$ cat config.mk
export PLATFORM = sky130hd
export DESIGN_NAME = multicycle_control
export DESIGN_NICKNAME = d
export VERILOG_FILES = /design/src/rtl/mc_ctrl_pkg.sv /design/src/rtl/mc_ctrl_outdec.sv /design/src/rtl/multicycle_control.sv
export SDC_FILE = /design/constraint.sdc
export NUM_CORES = 1
export LEC_CHECK = 0
export ABC_AREA = 1
export CAP_MARGIN = 10
export CORE_MARGIN = 2
export CORE_UTILIZATION = 34
export DETAILED_ROUTE_END_ITERATION = 7
export HOLD_SLACK_MARGIN = 0.12
export PLACE_DENSITY = 0.61
export REMOVE_ABC_BUFFERS = 1
export SLEW_MARGIN = 10
export SYNTH_ARGS = -nofsm -noshare
export SYNTH_HDL_FRONTEND = slang
export SYNTH_HIERARCHICAL = 1
export SYNTH_SLANG_ARGS = --single-unit
$ cat constraint.sdc
create_clock -name clk -period 1.7 [get_ports clk]
set_input_delay 0.51 -clock clk [delete_from_list [all_inputs] [get_ports clk]]
set_output_delay 0.51 -clock clk [all_outputs]
set_load 0.005 [all_outputs]
$ cat src/rtl/mc_ctrl_pkg.sv
// Shared types for the multicycle MIPS control unit: opcodes, FSM states,
// opcode classes and the datapath mux/ALU select encodings.
package mc_ctrl_pkg;

  typedef enum logic [5:0] {
    OP_RTYPE = 6'b000000,
    OP_J     = 6'b000010,
    OP_BEQ   = 6'b000100,
    OP_BNE   = 6'b000101,
    OP_ADDI  = 6'b001000,
    OP_LW    = 6'b100011,
    OP_SW    = 6'b101011
  } opcode_e;

  typedef enum logic [3:0] {
    S_IDLE,
    S_FETCH,
    S_DECODE,
    S_MEMADR,
    S_MEMRD,
    S_MEMWB,
    S_MEMWR,
    S_EXEC_R,
    S_RWB,
    S_EXEC_I,
    S_IWB,
    S_BRANCH,
    S_JUMP,
    S_ERROR
  } state_e;

  // Dispatch groups used by DECODE; loads and stores share the address step.
  typedef enum logic [2:0] {
    CL_MEM,
    CL_RTYPE,
    CL_ADDI,
    CL_BRANCH,
    CL_JUMP,
    CL_ILLEGAL
  } op_class_e;

  localparam logic [1:0] SRCB_RT      = 2'b00;
  localparam logic [1:0] SRCB_FOUR    = 2'b01;
  localparam logic [1:0] SRCB_IMM     = 2'b10;
  localparam logic [1:0] SRCB_IMM_SH2 = 2'b11;

  localparam logic [1:0] PCSRC_ALU    = 2'b00;
  localparam logic [1:0] PCSRC_ALUOUT = 2'b01;
  localparam logic [1:0] PCSRC_JUMP   = 2'b10;

  localparam logic [1:0] ALUOP_ADD    = 2'b00;
  localparam logic [1:0] ALUOP_SUB    = 2'b01;
  localparam logic [1:0] ALUOP_FUNCT  = 2'b10;

  function automatic op_class_e classify(input logic [5:0] op);
    op_class_e c;
    case (op)
      OP_LW, OP_SW:   c = CL_MEM;
      OP_RTYPE:       c = CL_RTYPE;
      OP_ADDI:        c = CL_ADDI;
      OP_BEQ, OP_BNE: c = CL_BRANCH;
      OP_J:           c = CL_JUMP;
      default:        c = CL_ILLEGAL;
    endcase
    return c;
  endfunction

endpackage

$ cat src/rtl/mc_ctrl_outdec.sv
// Combinational strobe decode for the multicycle control unit. Outputs are a
// pure function of the registered state, plus mem_ready (FETCH/MEMWR) and
// opcode (DECODE legality, BRANCH sense).
module mc_ctrl_outdec
  import mc_ctrl_pkg::*;
#(
  parameter int OPCODE_W = 6
) (
  input  state_e              state,
  input  logic                mem_ready,
  input  logic [OPCODE_W-1:0] opcode,
  output logic                mem_req,
  output logic                mem_read,
  output logic                mem_write,
  output logic                iord,
  output logic                ir_write,
  output logic                pc_write,
  output logic                pc_write_cond,
  output logic                branch_ne,
  output logic [1:0]          pc_source,
  output logic                alu_src_a,
  output logic [1:0]          alu_src_b,
  output logic [1:0]          aluop,
  output logic                reg_dst,
  output logic                mem_to_reg,
  output logic                reg_write,
  output logic                instr_done,
  output logic                illegal,
  output logic                err
);

  logic [5:0] op6;
  assign op6 = 6'(opcode);

  // Per-state strobe table; everything defaults to 0 (IDLE and ERROR rely on it).
  always_comb begin
    mem_req       = 1'b0;
    mem_read      = 1'b0;
    mem_write     = 1'b0;
    iord          = 1'b0;
    ir_write      = 1'b0;
    pc_write      = 1'b0;
    pc_write_cond = 1'b0;
    branch_ne     = 1'b0;
    pc_source     = PCSRC_ALU;
    alu_src_a     = 1'b0;
    alu_src_b     = SRCB_RT;
    aluop         = ALUOP_ADD;
    reg_dst       = 1'b0;
    mem_to_reg    = 1'b0;
    reg_write     = 1'b0;
    instr_done    = 1'b0;
    illegal       = 1'b0;
    err           = 1'b0;
    case (state)
      S_FETCH: begin
        mem_req   = 1'b1;
        mem_read  = 1'b1;
        alu_src_b = SRCB_FOUR;
        // IR and PC+4 are only committed on the cycle the word arrives.
        ir_write  = mem_ready;
        pc_write  = mem_ready;
      end
      S_DECODE: begin
        alu_src_b = SRCB_IMM_SH2;
        illegal   = (classify(op6) == CL_ILLEGAL);
      end
      S_MEMADR: begin
        alu_src_a = 1'b1;
        alu_src_b = SRCB_IMM;
      end
      S_MEMRD: begin
        mem_req  = 1'b1;
        mem_read = 1'b1;
        iord     = 1'b1;
      end
      S_MEMWB: begin
        mem_to_reg = 1'b1;
        reg_write  = 1'b1;
        instr_done = 1'b1;
      end
      S_MEMWR: begin
        mem_req    = 1'b1;
        mem_write  = 1'b1;
        iord       = 1'b1;
        instr_done = mem_ready;
      end
      S_EXEC_R: begin
        alu_src_a = 1'b1;
        aluop     = ALUOP_FUNCT;
      end
      S_RWB: begin
        reg_dst    = 1'b1;
        reg_write  = 1'b1;
        instr_done = 1'b1;
      end
      S_EXEC_I: begin
        alu_src_a = 1'b1;
        alu_src_b = SRCB_IMM;
      end
      S_IWB: begin
        reg_write  = 1'b1;
        instr_done = 1'b1;
      end
      S_BRANCH: begin
        alu_src_a     = 1'b1;
        aluop         = ALUOP_SUB;
        pc_source     = PCSRC_ALUOUT;
        pc_write_cond = 1'b1;
        branch_ne     = (op6 == OP_BNE);
        instr_done    = 1'b1;
      end
      S_JUMP: begin
        pc_source  = PCSRC_JUMP;
        pc_write   = 1'b1;
        instr_done = 1'b1;
      end
      S_ERROR: begin
        err = 1'b1;
      end
      default: ;
    endcase
  end

endmodule

$ cat src/rtl/multicycle_control.sv
// Multicycle MIPS control FSM: state register, next-state logic and memory
// wait-timeout counter; strobes come from mc_ctrl_outdec.
// Optional build macro PERF_CNT_EN adds retired_cnt / stall_cnt outputs.
//
// state    | meaning
// ---------+-----------------------------------------------
// IDLE     | halted, waiting for en
// FETCH    | instruction read from PC, waits on mem_ready
// DECODE   | register read, branch target calc, dispatch
// MEMADR   | LW/SW effective address
// MEMRD    | data read, waits on mem_ready
// MEMWB    | load write-back (terminal)
// MEMWR    | data write, waits on mem_ready (terminal)
// EXEC_R   | R-type ALU operation
// RWB      | R-type write-back (terminal)
// EXEC_I   | ADDI ALU operation
// IWB      | ADDI write-back (terminal)
// BRANCH   | BEQ/BNE compare and conditional PC load (terminal)
// JUMP     | PC <- jump target (terminal)
// ERROR    | memory timeout, left only by rst
module multicycle_control
  import mc_ctrl_pkg::*;
#(
  parameter int OPCODE_W     = 6,
  parameter int WAIT_TIMEOUT = 16
) (
  input  logic                clk,
  input  logic                rst,
  input  logic                en,
  input  logic [OPCODE_W-1:0] opcode,
  input  logic                mem_ready,
  output logic                mem_req,
  output logic                mem_read,
  output logic                mem_write,
  output logic                iord,
  output logic                ir_write,
  output logic                pc_write,
  output logic                pc_write_cond,
  output logic                branch_ne,
  output logic [1:0]          pc_source,
  output logic                alu_src_a,
  output logic [1:0]          alu_src_b,
  output logic [1:0]          aluop,
  output logic                reg_dst,
  output logic                mem_to_reg,
  output logic                reg_write,
  output logic                instr_done,
  output logic                illegal,
`ifdef PERF_CNT_EN
  output logic [31:0]         retired_cnt,
  output logic [31:0]         stall_cnt,
`endif
  output logic                err
);

  // WAIT_TIMEOUT must be at least 2 so the limit below is a real wait.
  localparam int CNT_W = (WAIT_TIMEOUT > 2) ? $clog2(WAIT_TIMEOUT) : 1;
  localparam logic [CNT_W-1:0] WAIT_LIMIT = CNT_W'(WAIT_TIMEOUT - 1);

  state_e          state;
  state_e          after_instr;
  logic [CNT_W-1:0] wait_cnt;
  logic            in_mem_state;
  logic            wait_expired;
  op_class_e       op_class;

  assign in_mem_state = (state == S_FETCH) || (state == S_MEMRD) || (state == S_MEMWR);
  assign wait_expired = (wait_cnt == WAIT_LIMIT);
  assign after_instr  = en ? S_FETCH : S_IDLE;
  assign op_class     = classify(6'(opcode));

  // State register, dispatch and wait counter; mem_ready beats the timeout.
  always_ff @(posedge clk or posedge rst) begin
    if (rst) begin
      state    <= S_IDLE;
      wait_cnt <= '0;
    end else begin
      if (in_mem_state && !mem_ready && !wait_expired)
        wait_cnt <= wait_cnt + CNT_W'(1);
      else
        wait_cnt <= '0;

      case (state)
        S_IDLE:   if (en) state <= S_FETCH;
        S_FETCH: begin
          if (mem_ready)         state <= S_DECODE;
          else if (wait_expired) state <= S_ERROR;
        end
        S_DECODE: begin
          case (op_class)
            CL_MEM:    state <= S_MEMADR;
            CL_RTYPE:  state <= S_EXEC_R;
            CL_ADDI:   state <= S_EXEC_I;
            CL_BRANCH: state <= S_BRANCH;
            CL_JUMP:   state <= S_JUMP;
            default:   state <= after_instr;
          endcase
        end
        S_MEMADR: state <= (6'(opcode) == OP_SW) ? S_MEMWR : S_MEMRD;
        S_MEMRD: begin
          if (mem_ready)         state <= S_MEMWB;
          else if (wait_expired) state <= S_ERROR;
        end
        S_MEMWR: begin
          if (mem_ready)         state <= after_instr;
          else if (wait_expired) state <= S_ERROR;
        end
        S_EXEC_R: state <= S_RWB;
        S_EXEC_I: state <= S_IWB;
        S_MEMWB, S_RWB, S_IWB, S_BRANCH, S_JUMP: state <= after_instr;
        S_ERROR:  state <= S_ERROR;
        default:  state <= S_IDLE;
      endcase
    end
  end

`ifdef PERF_CNT_EN
  // Retired-instruction and memory-stall counters, free-running with wrap.
  always_ff @(posedge clk or posedge rst) begin
    if (rst) begin
      retired_cnt <= '0;
      stall_cnt   <= '0;
    end else begin
      if (instr_done)                 retired_cnt <= retired_cnt + 32'd1;
      if (in_mem_state && !mem_ready) stall_cnt   <= stall_cnt + 32'd1;
    end
  end
`endif

  mc_ctrl_outdec #(
    .OPCODE_W (OPCODE_W)
  ) u_outdec (
    .state         (state),
    .mem_ready     (mem_ready),
    .opcode        (opcode),
    .mem_req       (mem_req),
    .mem_read      (mem_read),
    .mem_write     (mem_write),
    .iord          (iord),
    .ir_write      (ir_write),
    .pc_write      (pc_write),
    .pc_write_cond (pc_write_cond),
    .branch_ne     (branch_ne),
    .pc_source     (pc_source),
    .alu_src_a     (alu_src_a),
    .alu_src_b     (alu_src_b),
    .aluop         (aluop),
    .reg_dst       (reg_dst),
    .mem_to_reg    (mem_to_reg),
    .reg_write     (reg_write),
    .instr_done    (instr_done),
    .illegal       (illegal),
    .err           (err)
  );

endmodule

==> summary.txt, run 1 <==
Status
  – Outcome: complete, but fails checks
  – Failing checks: setup timing

Global routing
  – Vias in the first global route: 1126
  – Initial antenna violation count: 0
  – Largest net degree at the start of global routing: 9
  – GR Util All Layers: 18.6%
  – Grt ovf: 0
  – First-pass GRT wire length: 4650 um

Placement
  – Post-DP HPWL: 2100 um
  – Placed insts: 235
  – IO buf count: 30
  – Post-DP Area: 1340 sq um
  – RePlAce Congestion: 0.844

Worst setup path
  – Crit path launch type: flip-flop
  – CP Cell Sequence: nor2_4, nand3_2, buf_6, o22ai_1, buf_2
  – Crit path to: pc_write
  – Worst Path Required: 1.19 ns
  – Endpoint class of the critical path: primary output
  – R2R setup slack: 0.23 ns
  – RR Endpoint: state[0]$_DFFE_PP0P_
  – Crit Path Class: flip-flop to primary output
  – Slowest-stage cell, CP: dfrtp_2
  – CP max FO: 4
  – Worst path max stage delay: 0.46 ns
  – Setup crit start: state[3]$_DFFE_PP0P_
  – CP arrival: 1.45 ns
  – Reg2Reg Depth: 9
  – Reg-to-reg startpoint: state[2]$_DFFE_PP0P_

Hold path
  – Hold WC Path Type: flip-flop to flip-flop

STA
  – Max Clock Freq: 0.511 GHz
  – Max Slew Vio Count: 0
  – Final Setup Violations: 20
  – Setup slack after layout: -0.256 ns
  – Tightest Pin Transition: 0.333 ns
  – Relative slew slack: 77.8%
  – Min cycle time layout: 1.96 ns
  – RSZ-0062 raised after global routing: true
  – Tcrit/Tclk final: 115%
  – Hold Violations, Final: 0
  – Hold Worst Slack: 0.477 ns
  – Clock Skews: 0.00251 ns

Synth
  – Register area share after synthesis: 22.2%
  – Synth area leader: dfrtp_1
  – Yosys warns: 6
  – #FFs+latches synth: 8
  – Post-synth top area share: 22.2%
  – Syn Std Cell Area: 903 sq um
  – Synth area leaders: dfrtp_1, nor2_1, nand2_1, inv_1, nand3_1
  – Netlist cell types: 23
  – Syn avg cell area: 5.58 sq um
  – Mapped Cells: 162

Clock network
  – CTS Buf Count: 3
  – Clock Sinks: 8
  – Clock tree root buffer cell: clkbuf_4
  – CTS tree: yes
  – Max clock buf depth: 2
  – Worst-path clk slew: 0.05 ns
  – H-tree depth: 1
  – Post-CTS Hold Buffers: 0
  – Skew-Pair Late Insertion Delay: 0.26 ns

Layout
  – Diodes inserted: 0
  – Layout Nets: 242
  – Share of cells above drive strength 1: 45.9%
  – Fin area: 1620 sq um
  – Synth-to-layout area growth: 79.6%
  – Non-Filler Instances: 259

Pwr
  – Pleak: 0.902 nW
  – VDD IR-drop max: 0.627 mV
  – Pwr Total: 1.96 mW
  – Power density cells: 1210 nW/um^2

Die
  – # rows: 18
  – Die Y: 55.5 um
  – Core area: 2500 sq um
  – Die area: 3090 sq um
  – # IOs: 31
  – Initial Util: 36.1%
  – Die W: 55.5 um

Detailed routing
  – Wire per inst: 11.7 um
  – Final WL: 3040 um
  – Post-DRT Antenna Nets: 0
  – Via/cell ratio: 4.78
  – DRC viols: 0
  – Pre-antenna DRT Iters: 4
  – Vias: 1237
  – Iteration-0 DRC Markers: 30

Job
  – Total of max-cap violations: 0
[layer usage]
metal / track usage [%] / up-vias / part of all wire, %
li1: - / 646 / -
met1: 22.7 / 556 / 41
met2: 33.7 / 28 / 54
met3: 3.51 / 7 / 3.7
met4: 4.18 / 0 / 1.7
met5: 0 / - / 0
[critical path: cells and delay by family (launching register included)]
| kind | cells | cell delay, ns |
|---|---|---|
| flops | 1 | 0.46 |
| simple gates | 2 | 0.28 |
| compound gates | 1 | 0.14 |
| buf+inv | 2 | 0.31 |
[metrics by stage]
stage	util, %	setup TNS [ns]	setup WS, ns
5_1_grt	64.9	-3.39	-0.272
4_1_cts	61.1	-1.61	-0.189
3_5_place_dp	53.6	-6.00	-0.735
2_1_floorplan	-	0	0.168
3_3_place_gp	53.6	-5.68	-0.704
6_report	64.9	-2.25	-0.256
[how the worst min path moves through the flow]
stage | startpoint | end | slack, ns | cells past startpoint
final | wait_cnt[0]$_DFF_PP0_ | wait_cnt[0]$_DFF_PP0_ | 0.48 | 1
after global placement | wait_cnt[0]$_DFF_PP0_ | wait_cnt[0]$_DFF_PP0_ | 0.45 | 1
after CTS | wait_cnt[0]$_DFF_PP0_ | wait_cnt[0]$_DFF_PP0_ | 0.47 | 1
after floorplan | rst | state[0]$_DFFE_PP0P_ | 0.33 | 1
after detailed placement | wait_cnt[0]$_DFF_PP0_ | wait_cnt[0]$_DFF_PP0_ | 0.47 | 1
after global routing | wait_cnt[0]$_DFF_PP0_ | wait_cnt[0]$_DFF_PP0_ | 0.50 | 1
[timing repair]
| action | 4_1_cts | 5_1_grt |
|---|---|---|
| resized for setup | 135 | 25 |
| hold endpoints to repair | 0 | 0 |
| buffers inserted | 18 | 5 |
| setup endpoints to repair | 22 | 22 |
| pin swaps | 18 | 14 |
[placed cells by master (no fill, tap or decap), types with 2 or more instances in the layout]
master	instances
inv_2	7
nor2_1	31
nand3b_1	3
nand2_4	5
nor2_4	12
dfrtp_1	4
nand3_1	14
nand3_2	3
buf_2	18
inv_1	18
clkdlybuf4s50_1	2
buf_4	25
o2111ai_1	2
o21ai_1	2
nor2_2	6
nand4_1	3
nand2_1	30
clkbuf_4	3
dlygate4sd2_1	6
o21ai_0	2
nand2_2	4
buf_6	14
dfrtp_2	4
[cell usage after synthesis]
| master | instances |
|---|---|
| o21ai_0 | 4 |
| inv_1 | 23 |
| xnor2_1 | 1 |
| buf_4 | 2 |
| inv_2 | 3 |
| o22ai_1 | 1 |
| nor2_4 | 1 |
| nand4_1 | 3 |
| o21ai_2 | 1 |
| dfrtp_1 | 8 |
| nor2_1 | 43 |
| xor2_1 | 1 |
| nand3_1 | 16 |
| o2111ai_1 | 2 |
| nand3_2 | 1 |
| o211ai_1 | 1 |
| nor2_2 | 5 |
| nand2_1 | 38 |
| a21oi_1 | 1 |
| nand2_2 | 2 |
| ha_1 | 1 |
| nor3_1 | 1 |
| nand3b_1 | 3 |
[logic make-up (layout without fill, tap and decap cells)]
kind of cell	Yosys count	after routing	share of synthesized area, %
buf+inv	28	95	12.5
compound gates	10	10	7.20
flops	8	8	22.2
xor+xnor	2	2	1.94
fa+ha+maj	1	1	1.38
simple gates	113	113	54.8
[where the power goes]
| part | internal (mW) | total [mW] | switching, mW |
|---|---|---|---|
| clock network | 0.0808 | 0.146 | 0.0653 |
| logic | 0.685 | 1.49 | 0.801 |
| registers | 0.250 | 0.330 | 0.0796 |
| total | 1.02 | 1.96 | 0.946 |
[state kept, by name (all words and copies together), names as in the netlist]
name	cells
wait_cnt	4
state	4
[layout make-up]
type,count,area (sq um)
Fill cell,239,877
Multi-Input combinational cell,126,744
Timing Repair Buffer,66,513
Sequential cell,8,205
Inverter,26,100
Tap cell,30,37.5
Clock buffer,3,22.5
Power figures use the tool's default switching activity.
==> run 2: changes to the inputs <==
Settings changed: SKIP_CTS_REPAIR_TIMING from default to 1.
==> run 2 against run 1 <==
Setup slack got worse by 0.018 ns. Via count fell by 1.9%. First-iteration DRC count rose by 6.7%. Combinational power fell by 17%. Non-clock buffer count fell by 11. Design area fell by 5.4%. Cell count fell by 4.2%. Sequential power rose by 3%. Sequential share of layout area rose by 0.64 points. Largest power group unchanged. The run still ends with setup timing left. Count of clock-buffer cells in the layout did not move. Clock power barely moved.
==> summary.txt, run 2 (same netlist as run 1, synthesis figures left out) <==
Status
  – Outcome: complete, but fails checks
  – Failing checks: setup timing

Clock network
  – Clock tree root buffer cell: clkbuf_4
  – Skew-Pair Late Insertion Delay: 0.25 ns
  – Clock Sinks: 8
  – Worst-path clk slew: 0.05 ns
  – CTS Buf Count: 3
  – H-tree depth: 1
  – CTS tree: yes
  – Max clock buf depth: 2

Placement
  – IO buf count: 30
  – Post-DP HPWL: 2100 um
  – RePlAce Congestion: 0.844
  – Post-DP Area: 1340 sq um
  – Placed insts: 235

Global routing
  – Largest net degree at the start of global routing: 9
  – Grt ovf: 0
  – Vias in the first global route: 1000
  – First-pass GRT wire length: 3990 um
  – Initial antenna violation count: 0
  – GR Util All Layers: 15.9%

Worst setup path
  – R2R setup slack: 0.23 ns
  – Crit path to: alu_src_a
  – Endpoint class of the critical path: primary output
  – Worst Path Required: 1.19 ns
  – Reg-to-reg startpoint: state[2]$_DFFE_PP0P_
  – RR Endpoint: state[0]$_DFFE_PP0P_
  – Reg2Reg Depth: 8
  – Crit Path Class: flip-flop to primary output
  – Crit path launch type: flip-flop
  – Setup crit start: state[2]$_DFFE_PP0P_
  – CP arrival: 1.46 ns
  – CP max FO: 5

Layout
  – Fin area: 1540 sq um
  – Largest registers: state x4, wait_cnt x4
  – Share of cells above drive strength 1: 38.5%
  – Diodes inserted: 0
  – Final cell utilization of the core: 61.4%
  – Layout Nets: 231
  – Commonest non-fill, non-tap cell in the layout: nand2_1
  – # fillers: 241
  – Synth-to-layout area growth: 69.9%
  – Commonest cells after routing, fill and taps aside: nand2_1, nor2_1, inv_1
  – Non-Filler Instances: 248

Pwr
  – Pwr Total: 1.72 mW
  – VDD IR-drop max: 0.541 mV
  – Design internal power: 857 uW
  – Net Sw Power: 864 uW
  – Power density cells: 1120 nW/um^2
  – Logic pwr share: 71.9%
  – Pleak: 0.944 nW
  – Net Sw Frac: 50.2%
  – Clock power share: 8.3%
  – Part of the power in registers: 19.8%

Die
  – # rows: 18
  – # IOs: 31
  – Initial Util: 36.1%
  – Die area: 3090 sq um
  – Die Y: 55.5 um
  – Core area: 2500 sq um
  – Die W: 55.5 um

STA
  – Tightest Pin Transition: 0.327 ns
  – Max Slew Vio Count: 0
  – Max Clock Freq: 0.507 GHz
  – Relative slew slack: 78.2%
  – Hold Violations, Final: 0
  – Setup TNS: -2.13 ns
  – Setup slack after layout: -0.274 ns
  – Min cycle time layout: 1.97 ns
  – RSZ-0062 raised after global routing: true
  – Clock Skews: 0.00291 ns
  – Tcrit/Tclk final: 116%
  – Final Setup Violations: 16

Detailed routing
  – Met2 wire len: 1530 um
  – Vias: 1213
  – WL met3: 134 um
  – Post-Route M1 WL: 1190 um
  – Wire per inst: 11.7 um
  – Iteration-0 DRC Markers: 32
  – Via/cell ratio: 4.89
  – Post-DRT Antenna Nets: 0
  – Pre-antenna DRT Iters: 4
  – Max Used Layer: met4
  – DRC viols: 0
  – Final WL: 2900 um

Hold path
  – Hold WC Path Type: flip-flop to flip-flop

Job
  – Total of max-cap violations: 0
==> run 2: critical path: stages (launching register included) <==
cell and delay, ns:
dfrtp_2 0.47, inv_2 0.09, nand2_4 0.07, nor2_4 0.18, buf_6 0.13, buf_6 0.08
nor2_1 0.03, nand2_1 0.06, clkbuf_2 0.11
==> run 2: how the worst min path moves through the flow <==
| stage | startpoint | to | slack, ns | depth (start not counted) |
|---|---|---|---|---|
| final | wait_cnt[0]$_DFF_PP0_ | wait_cnt[0]$_DFF_PP0_ | 0.47 | 1 |
| after detailed placement | wait_cnt[0]$_DFF_PP0_ | wait_cnt[0]$_DFF_PP0_ | 0.47 | 1 |
| after global routing | wait_cnt[0]$_DFF_PP0_ | wait_cnt[0]$_DFF_PP0_ | 0.50 | 1 |
| after CTS | wait_cnt[0]$_DFF_PP0_ | wait_cnt[0]$_DFF_PP0_ | 0.47 | 1 |
| after global placement | wait_cnt[0]$_DFF_PP0_ | wait_cnt[0]$_DFF_PP0_ | 0.45 | 1 |
| after floorplan | rst | state[0]$_DFFE_PP0P_ | 0.33 | 1 |
==> run 2: power by group through the flow <==
stage               sequential, mW  combinational [mW]  clock, mW
finish                       0.340                1.24      0.143
global route                 0.350                1.37      0.154
CTS                          0.300                1.10      0.147
detailed placement           0.304                1.10          0
global placement             0.301                1.10          0
floorplan                    0.338               0.527          0
==> run 2: final cells by class <==
type	instances	area, sq um	area share (%)
Clock buffer	3	22.5	1.47
Tap cell	30	37.5	2.44
Sequential cell	8	204	13.3
Timing Repair Buffer	55	480	31.3
Multi-Input combinational cell	126	693	45.2
Inverter	26	97.6	6.36
==> run 2: per-layer routing <==
metal | vias to the layer above | track usage (%)
met5 | - | 0
met4 | 0 | 4.18
met3 | 6 | 3.51
met2 | 36 | 27.2
met1 | 549 | 20.1
li1 | 622 | -
==> run 2: metrics by stage <==
stage	setup slack, ns	hold slack [ns]
CTS	-0.735	0.474
finish	-0.274	0.469
detailed placement	-0.735	0.467
floorplan	0.168	0.326
global route	-0.335	0.505
global placement	-0.704	0.452
